===== src/rtl/ddr5_pkg.sv =====
// DDR5 address-map types and field positions shared by the trace admission path.
// decode_addr() splits a 34-bit byte address into row/column/bank/bank-group/channel.
package ddr5_pkg;

  typedef enum logic [1:0] {
    READ   = 2'd0,
    WRITE  = 2'd1,
    IFETCH = 2'd2
  } opn_e;

  localparam logic [1:0] OPN_ILLEGAL = 2'd3;

  localparam int DRAM_ADDR_BITS = 34;
  localparam int ROW_MSB        = 33;
  localparam int ROW_LSB        = 18;
  localparam int COL_HI_MSB     = 17;
  localparam int COL_HI_LSB     = 12;
  localparam int BANK_MSB       = 11;
  localparam int BANK_LSB       = 10;
  localparam int BG_MSB         = 9;
  localparam int BG_LSB         = 7;
  localparam int CHAN_BIT       = 6;
  localparam int COL_LO_MSB     = 5;
  localparam int COL_LO_LSB     = 2;

  typedef struct packed {
    logic [15:0] row;
    logic [9:0]  col;
    logic [1:0]  bank;
    logic [2:0]  bg;
    logic        chan;
  } dram_addr_t;

  function automatic dram_addr_t decode_addr(input logic [DRAM_ADDR_BITS-1:0] addr);
    dram_addr_t d;
    d.row  = addr[ROW_MSB:ROW_LSB];
    d.col  = {addr[COL_HI_MSB:COL_HI_LSB], addr[COL_LO_MSB:COL_LO_LSB]};
    d.bank = addr[BANK_MSB:BANK_LSB];
    d.bg   = addr[BG_MSB:BG_LSB];
    d.chan = addr[CHAN_BIT];
    return d;
  endfunction

endpackage


===== src/rtl/sync_fifo.sv =====
// Single-clock circular FIFO with occupancy count. Read data is the head entry,
// forced to zero while empty so downstream fields read 0 out of reset.
module sync_fifo #(
  parameter int WIDTH = 8,
  parameter int DEPTH = 16
) (
  input  logic                     clk,
  input  logic                     rst_n,
  input  logic                     push,
  input  logic [WIDTH-1:0]         wr_data,
  input  logic                     pop,
  output logic [WIDTH-1:0]         rd_data,
  output logic [$clog2(DEPTH):0]   count,
  output logic                     full,
  output logic                     empty
);
  localparam int AW = $clog2(DEPTH);

  logic [WIDTH-1:0] mem [DEPTH];
  logic [AW-1:0]    wr_ptr;
  logic [AW-1:0]    rd_ptr;
  logic             do_push;
  logic             do_pop;

  assign empty   = (count == '0);
  assign full    = (count == (AW+1)'(DEPTH));
  assign do_pop  = pop && !empty;
  // A write into a full buffer is only legal when the head leaves on the same edge.
  assign do_push = push && (!full || do_pop);
  assign rd_data = empty ? '0 : mem[rd_ptr];

  always_ff @(posedge clk) begin
    if (do_push) mem[wr_ptr] <= wr_data;
  end

  always_ff @(posedge clk or negedge rst_n) begin
    if (!rst_n) begin
      wr_ptr <= '0;
      rd_ptr <= '0;
      count  <= '0;
    end else begin
      if (do_push) wr_ptr <= wr_ptr + AW'(1);
      if (do_pop)  rd_ptr <= rd_ptr + AW'(1);
      case ({do_push, do_pop})
        2'b10:   count <= count + (AW+1)'(1);
        2'b01:   count <= count - (AW+1)'(1);
        default: count <= count;
      endcase
    end
  end

endmodule


===== src/rtl/trace_request_queue.sv =====
// Timed admission queue: holds each parsed trace entry until the CPU-cycle counter
// reaches its time, then queues it in order and presents it with DDR5 fields decoded.
module trace_request_queue
  import ddr5_pkg::*;
#(
  parameter int MEM_ADDR_WIDTH = 34,
  parameter int TIME_WIDTH     = 64,
  parameter int CPU_CORE_WIDTH = 4,
  parameter int MEM_OPN_WIDTH  = 2,
  parameter int DEPTH          = 16
) (
  input  logic                      clk,
  input  logic                      rst_n,
  input  logic                      in_valid,
  output logic                      in_ready,
  input  logic [TIME_WIDTH-1:0]     in_time,
  input  logic [CPU_CORE_WIDTH-1:0] in_core,
  input  logic [MEM_OPN_WIDTH-1:0]  in_opn,
  input  logic [MEM_ADDR_WIDTH-1:0] in_addr,
  output logic                      out_valid,
  input  logic                      out_ready,
  output logic [TIME_WIDTH-1:0]     out_time,
  output logic [CPU_CORE_WIDTH-1:0] out_core,
  output logic [MEM_OPN_WIDTH-1:0]  out_opn,
  output logic [15:0]               out_row,
  output logic [9:0]                out_col,
  output logic [1:0]                out_bank,
  output logic [2:0]                out_bg,
  output logic                      out_chan,
  output logic [TIME_WIDTH-1:0]     cur_time,
  output logic [$clog2(DEPTH):0]    count,
  output logic                      full,
  output logic                      err_illegal
);
  localparam int EW = TIME_WIDTH + CPU_CORE_WIDTH + MEM_OPN_WIDTH + MEM_ADDR_WIDTH;

  logic                      stage_valid;
  logic [TIME_WIDTH-1:0]     stage_time;
  logic [CPU_CORE_WIDTH-1:0] stage_core;
  logic [MEM_OPN_WIDTH-1:0]  stage_opn;
  logic [MEM_ADDR_WIDTH-1:0] stage_addr;

  logic             stage_illegal;
  logic             stage_release;
  logic             push;
  logic             pop;
  logic             fifo_empty;
  logic             fast_forward;
  logic [EW-1:0]    head;
  logic [MEM_ADDR_WIDTH-1:0] head_addr;
  dram_addr_t       head_dec;

  assign pop           = out_valid && out_ready;
  assign stage_illegal = (stage_opn == MEM_OPN_WIDTH'(OPN_ILLEGAL));
  // Illegal entries are dropped, so they never wait on FIFO space.
  assign stage_release = stage_valid && (stage_time <= cur_time) &&
                         (stage_illegal || !full || pop);
  assign push          = stage_release && !stage_illegal;
  assign in_ready      = !stage_valid || stage_release;

  // Skip dead cycles when nothing is queued and the staged entry is far in the future.
  assign fast_forward = fifo_empty && stage_valid &&
                        ({1'b0, stage_time} > ({1'b0, cur_time} + (TIME_WIDTH+1)'(1)));

  always_ff @(posedge clk or negedge rst_n) begin
    if (!rst_n) begin
      stage_valid <= 1'b0;
      stage_time  <= '0;
      stage_core  <= '0;
      stage_opn   <= '0;
      stage_addr  <= '0;
      cur_time    <= '0;
      err_illegal <= 1'b0;
    end else begin
      if (in_valid && in_ready) begin
        stage_valid <= 1'b1;
        stage_time  <= in_time;
        stage_core  <= in_core;
        stage_opn   <= in_opn;
        stage_addr  <= in_addr;
      end else if (stage_release) begin
        stage_valid <= 1'b0;
      end

      if (fast_forward)        cur_time <= stage_time;
      else if (cur_time != '1) cur_time <= cur_time + TIME_WIDTH'(1);

      err_illegal <= stage_release && stage_illegal;
    end
  end

  sync_fifo #(
    .WIDTH (EW),
    .DEPTH (DEPTH)
  ) u_fifo (
    .clk     (clk),
    .rst_n   (rst_n),
    .push    (push),
    .wr_data ({stage_time, stage_core, stage_opn, stage_addr}),
    .pop     (pop),
    .rd_data (head),
    .count   (count),
    .full    (full),
    .empty   (fifo_empty)
  );

  assign out_valid = !fifo_empty;
  assign {out_time, out_core, out_opn, head_addr} = head;
  assign head_dec  = decode_addr(DRAM_ADDR_BITS'(head_addr));
  assign out_row   = head_dec.row;
  assign out_col   = head_dec.col;
  assign out_bank  = head_dec.bank;
  assign out_bg    = head_dec.bg;
  assign out_chan  = head_dec.chan;

endmodule


===== config.mk =====
export PLATFORM = sky130hd
export DESIGN_NAME = trace_request_queue
export DESIGN_NICKNAME = d
export VERILOG_FILES = /design/src/rtl/ddr5_pkg.sv /design/src/rtl/sync_fifo.sv /design/src/rtl/trace_request_queue.sv
export SDC_FILE = /design/constraint.sdc
export NUM_CORES = 2
export LEC_CHECK = 0
export CORE_MARGIN = 2
export CORE_UTILIZATION = 60
export CTS_BUF_LIST = sky130_fd_sc_hd__clkbuf_2
export DETAILED_ROUTE_END_ITERATION = 6
export PLACE_DENSITY = 0.82
export SLEW_MARGIN = 20
export SYNTH_ARGS = -nofsm -noshare
export SYNTH_HDL_FRONTEND = slang
export SYNTH_SLANG_ARGS = --single-unit

===== constraint.sdc =====
create_clock -name clk -period 28.1 [get_ports clk]
set_clock_uncertainty 0.2 [all_clocks]
set_input_delay 2.81 -clock clk [delete_from_list [all_inputs] [get_ports clk]]
set_output_delay 2.81 -clock clk [all_outputs]
set_load 0.005 [all_outputs]

# Word-level counts from Yosys, hierarchy flattened
# Memories as Yosys holds them, arrays and structs flattened.
# Index checks and enable logic that the tools add are counted.
# classes
eq_ne	5
magnitude_cmp	2
n_div	0
bitwise_logic	0
reduce_logical	22
add_sub_neg	6
mux	8
n_shift	0
n_mul	0
# ops
operator	count
two-way mux 64 bit	2
two-way mux 104 bit	1
adder 64 x 1 -> 65 bit (second input constant)	1
> comparator 64 x 65 -> 1 bit	1
adder 64 x 1 -> 64 bit (second input constant)	1
<= comparator 64 bit	1
inequality test 64 bit (second input constant)	1
logical AND 1 bit	10
case mux 5 bit (2 select lines)	1
adder 4 x 1 -> 4 bit (second input constant)	2
nonzero test 2 bit	3
adder 5 x 1 -> 5 bit (second input constant)	1
== test 5 bit (second input constant)	1
logical NOT 5 bit	1
subtractor 5 x 1 -> 5 bit (second input constant)	1
== test 2 bit (second input constant)	2
logical NOT 1 bit	4
logical OR 1 bit	4
two-way mux 1 bit	4
== test 2 x 1 -> 1 bit (second input constant)	1
# totals
mem_count	1
ff_bits	183
romBits	0
latch_bits	0
input_bits	108
output_inout_bits	175
mem_bits_rw	1664
# mem_list
memory	words	width	rd	rd_ports_with_merged_regs	wr	line	text
u_fifo.mem	16	104	1	0	1	sync_fifo.sv:19	logic [WIDTH-1:0] mem [DEPTH];

# Logic depth before layout (Yosys ltp)
# logic_depth
word_depth	9
ltp_mapped	16
depth_no_buf	15

# By module
# Synthesis repeated with hierarchy kept, for this count alone.
# unflattened
cells_unflattened	4182
area_unflattened_um2	77265.4
# by_module_without_submodules
module	area_each_um2	cells_each	seq_area_each_um2	n_inst
sync_fifo	64196.6	2724	50293.2	1
trace_request_queue	13068.8	1458	4254.1	1

# Worst setup path before layout
# Ideal clock, no wire load.
# synth_path
kind	input to register
start	input port out_ready
end	memory u_fifo.mem[4][100] (netlist bit) (enable)
cell_stages	4
setup_ns	0.850
path_slack_ns	13.317
path_buffers	0
t_arrival_ns	13.733
path_cell_list	nor2_1 a21oi_1 o211ai_1 nor4b_1
# synth_between
elab_chain_len	7
# synth_lines
element	line	text
start: declaration	trace_request_queue.sv:21	input logic out_ready,
logical AND 1 bit *	trace_request_queue.sv:53	assign pop = out_valid && out_ready;
logical OR 1 bit	trace_request_queue.sv:57	(stage_illegal || !full || pop);
logical AND 1 bit	trace_request_queue.sv:56	assign stage_release = stage_valid && (stage_time <= cur_time) &&
logical AND 1 bit	trace_request_queue.sv:58	assign push = stage_release && !stage_illegal;
logical AND 1 bit *	sync_fifo.sv:29	assign do_push = push && (!full || do_pop);
two-way mux 1 bit *	sync_fifo.sv:33	if (do_push) mem[wr_ptr] <= wr_data;
two-way mux 1 bit (implied by the code) *	sync_fifo.sv:33	
end: declaration	sync_fifo.sv:19	
# Mark *: on every way between the ends. The rest lies on a longest branch, timed or not.

# Worst setup path after layout
# layout_path
start	register u_fifo.rd_ptr[1]
end	output port out_col[2]
# layout_between
elab_chain_len	2
# layout_lines
element	line	text
start: declaration	sync_fifo.sv:21	logic [AW-1:0] rd_ptr;
start signal: assignment	sync_fifo.sv:43	if (do_pop) rd_ptr <= rd_ptr + AW'(1);
memory read (16 x 104 bit)	--	
two-way mux 104 bit	sync_fifo.sv:30	assign rd_data = empty ? '0 : mem[rd_ptr];
end: declaration	trace_request_queue.sv:26	output logic [9:0] out_col,
# No other way between the ends.

==> reports/metrics.csv <==
stage;metric;value;unit
finish;P&R area growth vs syn;12.2;%
timing;relative slew slack;0.199;
synth;Synth Area in Simple Gates;0.0322;
global_routing;initial antenna violation count;6;
setup_path;kind of end point of the critical path;primary output;
synth;most area-consuming cells after synthesis;edfxtp_1 (67%), mux4_2 (16%), dfrtp_1 (6.2%), ha_1 (2.4%), mux2_2 (2.1%);
routing;ANT nets after route;0;
clocking;post-CTS setup buffers;0;
clocking;clock buffer count from CTS;437;
synth;sequential share of the synthesized area;0.729;
setup_path;crit path launch type;flop;
clocking;Max clock buf depth;4;
finish;nets;4398;
synth;multiplexer share of the synthesized area;0.182;
clocking;Post-CTS Resized;0;
setup_path;Setup CP Type;flop to primary output;
floorplan;width of the die;354;µm
timing;Slew @ Worst Pin;1.20;ns
global_routing;overflow left after global routing;0;
global_routing;number of global-route vias before repair;39800;
clocking;Clock Sinks;1813;
timing;Peak Freq;106;MHz
global_routing;largest net degree at the start of global routing;143;
synth;Synth cell types;63;
synth;cell accounting for the most synthesized area;edfxtp_1;
routing;drt first pass iters;5;
finish;most frequent cells in the layout;edfxtp_1 (1632), clkbuf_2 (657), mux4_2 (510);
setup_path;Worst EP required;25.09;ns
synth;post-synth net total;3749;
clocking;CTS tree;yes;
setup_path;CP cell instances;buf_4 > buf_4 > mux4_2 > mux4_2 > and2_1 > clkdlybuf4s50_1;
placement;worst slack, placed;20.36;ns
finish;register area;0.0536;mm²
clocking;CTS Root Cell;clkbuf_2;
clocking;CTS Hold Bufs;0;
routing;final WL;176000;µm
floorplan;Total Die Area;0.125;mm²
timing;Setup TNS;0;ns
synth;Avg Cell Area, Syn;21.0;µm²
finish;commonest non-fill, non-tap cell in the layout;edfxtp_1;
clocking;clk_lat worst skew;1.82;ns
synth;Synth async-reset ratio;0.0998;
global_routing;first-pass GRT wire length;259000;µm
routing;DR DRC count;0;
synth;#FFs+latches synth;1813;
synth;post-synthesis instance area;0.0734;mm²
synth;Ys Warns;0;
outcome;outcome;completed;
timing;Max Slew Vio Count;0;
setup_path;slowest CP cell;dfrtp_4;
power_and_ir_drop;total power;9.13;mW
clocking;CTS HTree Levels;5;
synth;ys flop type;edfxtp_1;
routing;Via density;6.31;
global_routing;Total Routing Usage GR;0.286;
synth;Synth Area in Compound Gates;0.0109;
synth;main combinational cell family by area after synthesis;multiplexers;
floorplan;FP Rows;128;
setup_path;Register-to-Register Path Depth;15;
timing;Period minus WS final;9.40;ns
timing;final setup vio count;0;
power_and_ir_drop;Cell Pwr Density;111;mW/mm²
routing;vias;38700;
min_path;HP Class;flop to flop;
setup_path;max incr delay on CP;1.09;ns
routing;WL per Instance;28.8;µm
clocking;Reg clk slew, reported paths;0.10;ns
finish;Fillers;7625;
synth;share of the synthesized area in the top cell type;0.667;
timing;RSZ-0062 raised after global routing;false;
floorplan;initial core utilization;0.604;
finish;fin cells;6132;
timing;fin crit share;0.335;
flow_run;# Max-Cap Violations;0;
timing;Worst Hold Slack;0.335;ns
synth;post-synthesis xor/xnor area fraction;0.00871;
timing;Final WS setup;18.70;ns
placement;RePlAce Congestion;0.868;
setup_path;Arr. time, crit path;6.39;ns
timing;final hold vios;0;
min_path;Cells on Worst Hold Path;1;
floorplan;Die Y;354;µm
setup_path;Max FO, Critical Path;73;
power_and_ir_drop;Peak supply drop;0.113;mV
floorplan;Ports;283;
placement;HPWL after detailed placement;97300;µm
placement;Cells after DPL;5336;
synth;Post-Synth Adder-Cell Area;0.0238;
floorplan;Core Region;0.122;mm²
power_and_ir_drop;Pleak;28.2;nW
finish;area of the multi-input gates;0.0190;mm²
synth;Mapped Cells;3502;
finish;layout cells sized above 1;0.325;
routing;Iter 0 DRT Violations;4617;
synth;Post-synth EDFFs;1632;
placement;buffers added on ports;280;
## metal layers
layer | global-route usage | wire length (µm) | share of wire | vias to the layer above
li1 | - | - | - | 16000
met1 | 0.393 | 66300 | 0.38 | 19900
met2 | 0.448 | 85800 | 0.49 | 2429
met3 | 0.0855 | 20000 | 0.11 | 342
met4 | 0.0861 | 4350 | 0.025 | 4
met5 | 0 | 23 | 0.00013 | -
## flip-flops by register name, indices dropped and copies added (netlist names), 2 cells and up
register / cells
u_fifo.count: 5
u_fifo.rd_ptr: 4
cur_time: 64
stage_time: 64
stage_core: 4
stage_opn: 2
u_fifo.wr_ptr: 4
stage_addr: 32
u_fifo.mem: 1632
## synthesized netlist by cell type, types with 3 or more instances
cell and number:
buf_1 30, a211oi_1 4, a31oi_1 3, mux2_1 27, nor2b_1 3, mux2_2 140
o21a_1 3, mux4_2 510, o21ai_0 26, and2_1 105, nand2_1 123, nand3_1 28
nor4b_1 3, and4_1 11, o211a_1 3, buf_4 9, inv_1 82, a21o_1 11
clkbuf_1 97, buf_6 3, nor2_1 32, dfrtp_1 181, and3_1 8, a221oi_1 3
ha_1 138, a21oi_1 52, o211ai_1 3, edfxtp_1 1632, nand4_1 42, xor2_1 4
buf_2 19, nor3_1 28, xnor2_1 69, nor4_1 28, nand2b_1 9
## cell type report
type                    count  area share
flip-flops and latches   1813       0.650
multi-input cells        1449       0.231
repair buffers            368      0.0432
clock buffers             657      0.0399
well taps                1625      0.0247
clock inverters           129     0.00755
inverters                  82     0.00376
diodes                      9    0.000273
## path summary, 6_finish.rpt
| check | start | to | slack [ns] |
|---|---|---|---|
| max in group asynchronous | rst_n | cur_time[22] | 25.19 |
| worst max-delay path | u_fifo.rd_ptr[1] | out_col[2] | 18.70 |
| worst min register to register | u_fifo.count[4] | u_fifo.count[4] | 0.34 |
| min in group asynchronous | rst_n | stage_time[35] | 0.82 |
| worst min-delay path | u_fifo.count[4] | u_fifo.count[4] | 0.34 |
| worst max register to register | cur_time[0] | cur_time[31] | 21.63 |
## cells by family after synthesis
group | after synthesis
DFF | 1813
AOI/OAI and AO/OA | 127
muxes | 677
xor gates and xnor gates | 73
and+or+nand+nor | 433
buffers and inverters | 240
adders and majority gates | 139
## through the flow
| step | util | cell area (µm²) |
|---|---|---|
| after floorplan | - | 73400 |
| after global placement | 0.645 | 78400 |
| after detailed placement | 0.645 | 78500 |
| after CTS | 0.678 | 82400 |
| after global routing | 0.678 | 82400 |
| final | 0.678 | 82400 |
## power by group
group,internal (mW),leakage (nW),switching [mW]
Combinational,1.67,8.26,1.57
Sequential,3.69,16.9,0.524
Clock,0.658,3.04,1.02
## critical path: cells and delay by family (launching register included)
family	cells	cell delay (ns)
flip-flops	1	1.09
buffers and inverters	3	2.40
multiplexers	2	0.92
AND/OR/NAND/NOR	1	0.25
Note: power is estimated with default switching activity, not from simulation.
